$ cat src/rtl/aes_pkg.sv
// Shared constants and types for the AES output serializer.
package aes_pkg;

  // Output word geometry: a 128-bit block leaves as four 32-bit words.
  localparam int WORD_W    = 32;
  localparam int NUM_WORDS = 4;
  localparam int BLK_W     = WORD_W * NUM_WORDS;
  localparam int IDX_W     = $clog2(NUM_WORDS);

  // Index of the final word of a block.
  localparam logic [IDX_W-1:0] LAST_IDX = IDX_W'(NUM_WORDS - 1);

  // Serializer control states.
  typedef enum logic {
    IDLE = 1'b0,
    SEND = 1'b1
  } state_t;

endpackage

$ cat src/rtl/aes_pulse_det.sv
// Rising-edge detector for the upstream completion flag.
// The history register resets to 1 so that a flag already high when reset
// releases is not mistaken for a fresh edge.
module aes_pulse_det (
  input  logic clk,
  input  logic rst,
  input  logic din,
  output logic rise
);

  logic din_q_reg;

  // Remember last cycle's level of din.
  always_ff @(posedge clk or negedge rst) begin
    if (!rst) din_q_reg <= 1'b1;
    else      din_q_reg <= din;
  end

  assign rise = din & ~din_q_reg;

endmodule

$ cat src/rtl/aes_out_serializer.sv
// Splits each finished 128-bit AES block into four 32-bit words with a
// valid/ready handshake. One block is held at a time; a completion that
// arrives while a block is still going out is dropped and flagged, except
// when it lands exactly on the final transfer, which chains without a gap.
module aes_out_serializer
  import aes_pkg::*;
#(
  parameter bit LSW_FIRST = 1'b0
) (
  input  logic              clk,
  input  logic              rst,
  input  logic              done,
  input  logic [BLK_W-1:0]  blk_in,
  input  logic              word_ready,
  input  logic              clr_ovf,
  output logic [WORD_W-1:0] word_out,
  output logic              word_valid,
  output logic              word_last,
  output logic              busy,
  output logic              overflow
);

  state_t             state_reg, state_next;
  logic [IDX_W-1:0]   idx_reg, idx_next;
  logic [BLK_W-1:0]   blk_reg, blk_next;
  logic               ovf_reg, ovf_next;
  logic               capture;
  logic               xfer;
  logic               last_xfer;
  logic               ovf_event;
  logic [WORD_W-1:0]  word_arr [NUM_WORDS];

  aes_pulse_det u_pulse_det (
    .clk  (clk),
    .rst  (rst),
    .din  (done),
    .rise (capture)
  );

  // Word slot gi is the gi-th word to leave, in the selected order.
  for (genvar gi = 0; gi < NUM_WORDS; gi++) begin : g_word
    if (LSW_FIRST) begin : g_lsw
      assign word_arr[gi] = blk_reg[gi*WORD_W +: WORD_W];
    end else begin : g_msw
      assign word_arr[gi] = blk_reg[(NUM_WORDS-1-gi)*WORD_W +: WORD_W];
    end
  end

  assign word_valid = (state_reg == SEND);
  assign busy       = (state_reg == SEND);
  assign word_last  = word_valid && (idx_reg == LAST_IDX);
  assign word_out   = word_valid ? word_arr[idx_reg] : '0;
  assign overflow   = ovf_reg;

  assign xfer      = word_valid & word_ready;
  assign last_xfer = xfer && (idx_reg == LAST_IDX);

  // Next-state logic: capture, word advance, chaining and overflow.
  always_comb begin
    state_next = state_reg;
    idx_next   = idx_reg;
    blk_next   = blk_reg;
    ovf_next   = ovf_reg;
    ovf_event  = 1'b0;
    case (state_reg)
      IDLE: begin
        if (capture) begin
          blk_next   = blk_in;
          idx_next   = '0;
          state_next = SEND;
        end
      end
      SEND: begin
        if (last_xfer) begin
          idx_next = '0;
          if (capture) blk_next   = blk_in;
          else         state_next = IDLE;
        end else if (xfer) begin
          idx_next = idx_reg + IDX_W'(1);
        end
        // A new block with nowhere to go is lost.
        if (capture && !last_xfer) ovf_event = 1'b1;
      end
      default: state_next = IDLE;
    endcase
    // Setting beats clearing when both happen together.
    if (clr_ovf)   ovf_next = 1'b0;
    if (ovf_event) ovf_next = 1'b1;
  end

  // State, index, holding block and sticky overflow registers.
  always_ff @(posedge clk or negedge rst) begin
    if (!rst) begin
      state_reg <= IDLE;
      idx_reg   <= '0;
      blk_reg   <= '0;
      ovf_reg   <= 1'b0;
    end else begin
      state_reg <= state_next;
      idx_reg   <= idx_next;
      blk_reg   <= blk_next;
      ovf_reg   <= ovf_next;
    end
  end

endmodule

$ cat config.mk
export PLATFORM = sky130hd
export DESIGN_NAME = aes_out_serializer
export DESIGN_NICKNAME = d
export VERILOG_FILES = /design/src/rtl/aes_pkg.sv /design/src/rtl/aes_pulse_det.sv /design/src/rtl/aes_out_serializer.sv
export SDC_FILE = /design/constraint.sdc
export NUM_CORES = 1
export LEC_CHECK = 0
export CAP_MARGIN = 10
export CORE_MARGIN = 3
export CORE_UTILIZATION = 30
export CTS_BUF_LIST = sky130_fd_sc_hd__clkbuf_16
export DETAILED_ROUTE_END_ITERATION = 8
export PLACE_DENSITY = 0.63
export SYNTH_ARGS = -nofsm -noshare
export SYNTH_HDL_FRONTEND = slang
export SYNTH_SLANG_ARGS = --single-unit
$ cat constraint.sdc
create_clock -name clk -period 3.7 [get_ports clk]
set_input_delay 0.74 -clock clk [delete_from_list [all_inputs] [get_ports clk]]
set_output_delay 0.74 -clock clk [all_outputs]
set_load 0.005 [all_outputs]
Word-level counts from Yosys, hierarchy flattened
Index checks and enable logic that the tools add are counted.

Output and inout port bits: 36. Register bits: 133.

Magnitude comparators: 1. Eq/ne operators: 4. Reductions and logical operators: 6. $add $sub $neg: 1. Multiplexer cells: 18. Bitwise logic cells: 5.

Operator list (number): 128-bit 2-to-1 mux (2); 128-bit one-hot mux with 2 select lines (1); 32-bit 2-to-1 mux (3); 32-bit binary-select mux with 2-bit select (1); 1-bit 2-to-1 mux (6); 2-bit 2-to-1 mux (3); 2-bit one-hot mux with 2 select lines (1); 3-bit >= comparator, second input constant (1); 1-bit logical AND (3); 3-bit by 1-bit != test with 1-bit output, second input constant (1); 2-bit NOT with 3-bit output (1); 2-bit by 1-bit adder with 2-bit output, second input constant (1); 1-bit bitwise AND (2); 2-bit equality test, second input constant (1); 2-bit by 1-bit != test with 1-bit output, second input constant (1); 2-bit != test, second input constant (1); 1-bit NOT (2); 1-bit one-hot mux with 2 select lines (1); 2-bit AND reduction (1); 2-bit nonzero test (1); 1-bit zero test (1).

Logic depth before layout (Yosys ltp)
Depth in word-level cells: 7. Gate-level depth with buffers: 6. Mapped depth without buffers: 4.

Cells and area by module
From an unflattened synthesis, not the netlist that was laid out.

Cell total of the unflattened synthesis: 406. Area total of the unflattened synthesis: 6130.9 um^2.

By module, submodules not included: aes_out_serializer (cells each 404, area each 6090.8 um^2, instances 1); aes_pulse_det (cells each 2, area each 40.0 um^2, instances 1).

Worst setup path after synthesis
OpenSTA, ideal clock, no wires.

Kind: register -> output. Start: register state_reg (netlist: busy). End: output port word_out[11]. Slack: 1.869 ns. Arrival time: 1.091 ns. Buffers on the path: 2. Stages on the path, launching flop included: 5. Cell sequence: dfrtp_1 buf_4 nand2b_1 buf_1 o22ai_1.

Cells in the longest elaborated chain, start to end: 1.

Ends and longest elaborated chain: from (decl) (line aes_out_serializer.sv:23) `state_t state_reg, state_next;`; from (signal assigned) (line aes_out_serializer.sv:99) `state_reg <= state_next;`; 32-bit 2-to-1 mux (line aes_out_serializer.sv:52) `assign word_out = word_valid ? word_arr[idx_reg] : '0;`; to (decl) (line aes_out_serializer.sv:16) `output logic [WORD_W-1:0] word_out,`.

Every way passes these cells.

Worst setup path in the final report
Start: register state_reg (netlist: busy). End: output port word_out[24].

Same word-level chain as after synthesis.

==> reports/results.txt <==
Mapped Nets: 537
Layout area overhead: 43.4%
TritonCTS clock tree: done
Drt total wl: 14800 um
Fin util: 0.447
Most common cell after layout, fill and taps aside: clkdlybuf4s50_1
FP Rows: 50
FF+latch count, synth: 133
RSZ-0062 raised after global routing: no
Vias in the first global route: 4451
Antenna violations before repair: 0
Core area: 0.0191 mm^2
Worst setup SP type: flop
Setup TNS: 0 ns
Setup Skew: 0.00669 ns
Highest clock rate: 307 MHz
Die X: 147 um
Relative slew slack: 0.297
Post-CTS setup buffer count: 0
HPWL after DPL: 10100 um
Tot GR Track Use: 0.140
VDD IR max: 0.343 mV
Max Cap Violations: 0
Placed Area: 0.00792 mm^2
WS Path Type: flop to primary output
Number of diodes: 0
GPL Wtd Cong: 0.764
Worst slack at placement: 0.812 ns
Yosys cell types: 21
Leading cell types in the layout, fill and taps excluded: clkdlybuf4s50_1, dfrtp_1, mux2_2, mux2i_1, o22ai_1
Critical Path Sink Type: primary output
Die Y: 147 um
Worst hold slack: 0.482 ns
Largest net degree at the start of global routing: 117
Synth area leaders: dfrtp_1, mux2_2, mux2i_1
WL per Instance: 17.4 um
First-pass GRT wire length: 23900 um
H-Tree Depth: 4
Worst-path clk slew: 0.06 ns
Post-CTS sizing: 0
Worst slew pin tran: 1.05 ns
Worst path max stage delay: 0.57 ns
Final setup vio count: 0
CP Data Required Time: 2.96 ns
Via count: 3890
CP Max Fanout: 32
Synth area leader: dfrtp_1
Cells after Synth: 403
Status: completed
Hold Fails Final Rpt: 0
Slew Viols, Final: 0
DRT iter0 DRCs: 147
Worst reg-to-reg path cell count: 5
Post-route ant nets: 0
Share of cells above drive strength 1: 0.302
Nets: 710
Grt ovf: 0
CTS Buffer Depth: 2
Largest register FFs: 128
Yosys top cell area share: 0.554
Initial Util: 0.312
Hold Crit Class: primary input to async pin
Synth Cell Area: 0.00597 mm^2
Post-synthesis sequential area ratio: 0.558
Syn_area_per_cell: 14.8 um^2
Clk sinks: 133
Period Utilization, post-route: 0.881
FILL cells: 1742
Final worst slack: 0.441 ns
Total CTS buffers: 17
Vias per cell: 4.58
Synthesis Warnings: 0
IO Pins: 169
Slowest stage cell on the critical path: dfrtp_1
Initial DRT Pass Iterations: 4
Post-CTS Hold Buffers: 0
Worst EP arrival: 2.52 ns
Residual DRC: 0
Pwr dens: 858 mW/mm^2
Crit-path cells: nand2b_2 -> o22ai_1 -> clkdlybuf4s50_1
CTS root buf: clkbuf_16
Clock Latency Late Sink: 0.41 ns
PortBufs: 168
Final instance area: 0.00856 mm^2
Die area: 0.0216 mm^2
Minimum clock period: 3.26 ns
Pleak: 3.53 nW
==> layout make-up <==
class	count	area, um^2	area share
Clock buffer	17	425	0.0497
Multi-Input combinational cell	240	2400	0.280
Clock inverter	15	214	0.0250
Timing Repair Buffer	183	1860	0.217
Sequential cell	133	3330	0.390
Tap cell	260	325	0.0380
Inverter	1	3.75	0.000439
==> worst paths after layout <==
check                                        start                        to  slack, ns
setup / recovery                    busy$_DFF_PN0_              word_out[24]       0.44
hold / removal                                 rst   blk_reg[25]$_DFFE_PN0P_       0.48
setup reg to reg            idx_reg[1]$_DFFE_PN0P_  blk_reg[116]$_DFFE_PN0P_       1.19
hold reg to reg            blk_reg[99]$_DFFE_PN0P_   blk_reg[99]$_DFFE_PN0P_       0.50
max in group asynchronous                      rst   blk_reg[35]$_DFFE_PN0P_       2.35
min in group clk           blk_reg[99]$_DFFE_PN0P_   blk_reg[99]$_DFFE_PN0P_       0.50
==> where the power goes <==
group	switching (mW)	internal [mW]	total (mW)	leakage (nW)
combinational	1.10	1.80	2.90	1.62
sequential	0.432	2.18	2.62	1.60
clock	0.642	1.19	1.83	0.317
==> worst max-delay path, delay by kind of cell (launching register included) <==
| kind | cells | cell delay [ns] |
|---|---|---|
| DFF | 1 | 0.57 |
| and+or+nand+nor | 1 | 0.55 |
| AOI/OAI and AO/OA | 1 | 0.42 |
| buffers and inverters | 1 | 0.56 |
==> kinds of logic after synthesis <==
logic type | share of synthesized area
fa+ha+maj | 0.00210
compound gates | 0.0398
buf+inv | 0.0419
simple gates | 0.00902
mux | 0.349
flops | 0.558
==> cells in the mapped netlist <==
master / instances
ha_1: 1
clkbuf_1: 1
o22ai_1: 33
buf_1: 5
dfstp_2: 1
o31ai_1: 1
nand3_1: 1
buf_4: 8
mux2i_1: 64
nand2b_1: 1
nand2b_4: 1
o211ai_1: 2
buf_6: 11
nand2_1: 6
and2_1: 1
mux2_2: 128
dfrtp_1: 132
a21oi_2: 1
buf_8: 2
inv_1: 1
buf_2: 2
==> metal layers <==
layer	up-vias	wire length (um)	GRT usage
met5	-	0	0
li1	1822	-	-
met4	0	116	0.0363
met3	9	894	0.0472
met2	111	7220	0.227
met1	1948	6530	0.180
==> stage by stage <==
stage | power [mW] | std cells
final | 7.34 | 849
after detailed placement | 5.58 | 817
after floorplan | 4.27 | 403
after CTS | 7.47 | 849
after global placement | 5.47 | 817
after global routing | 7.81 | 849
(Power assumes the default switching activity.)
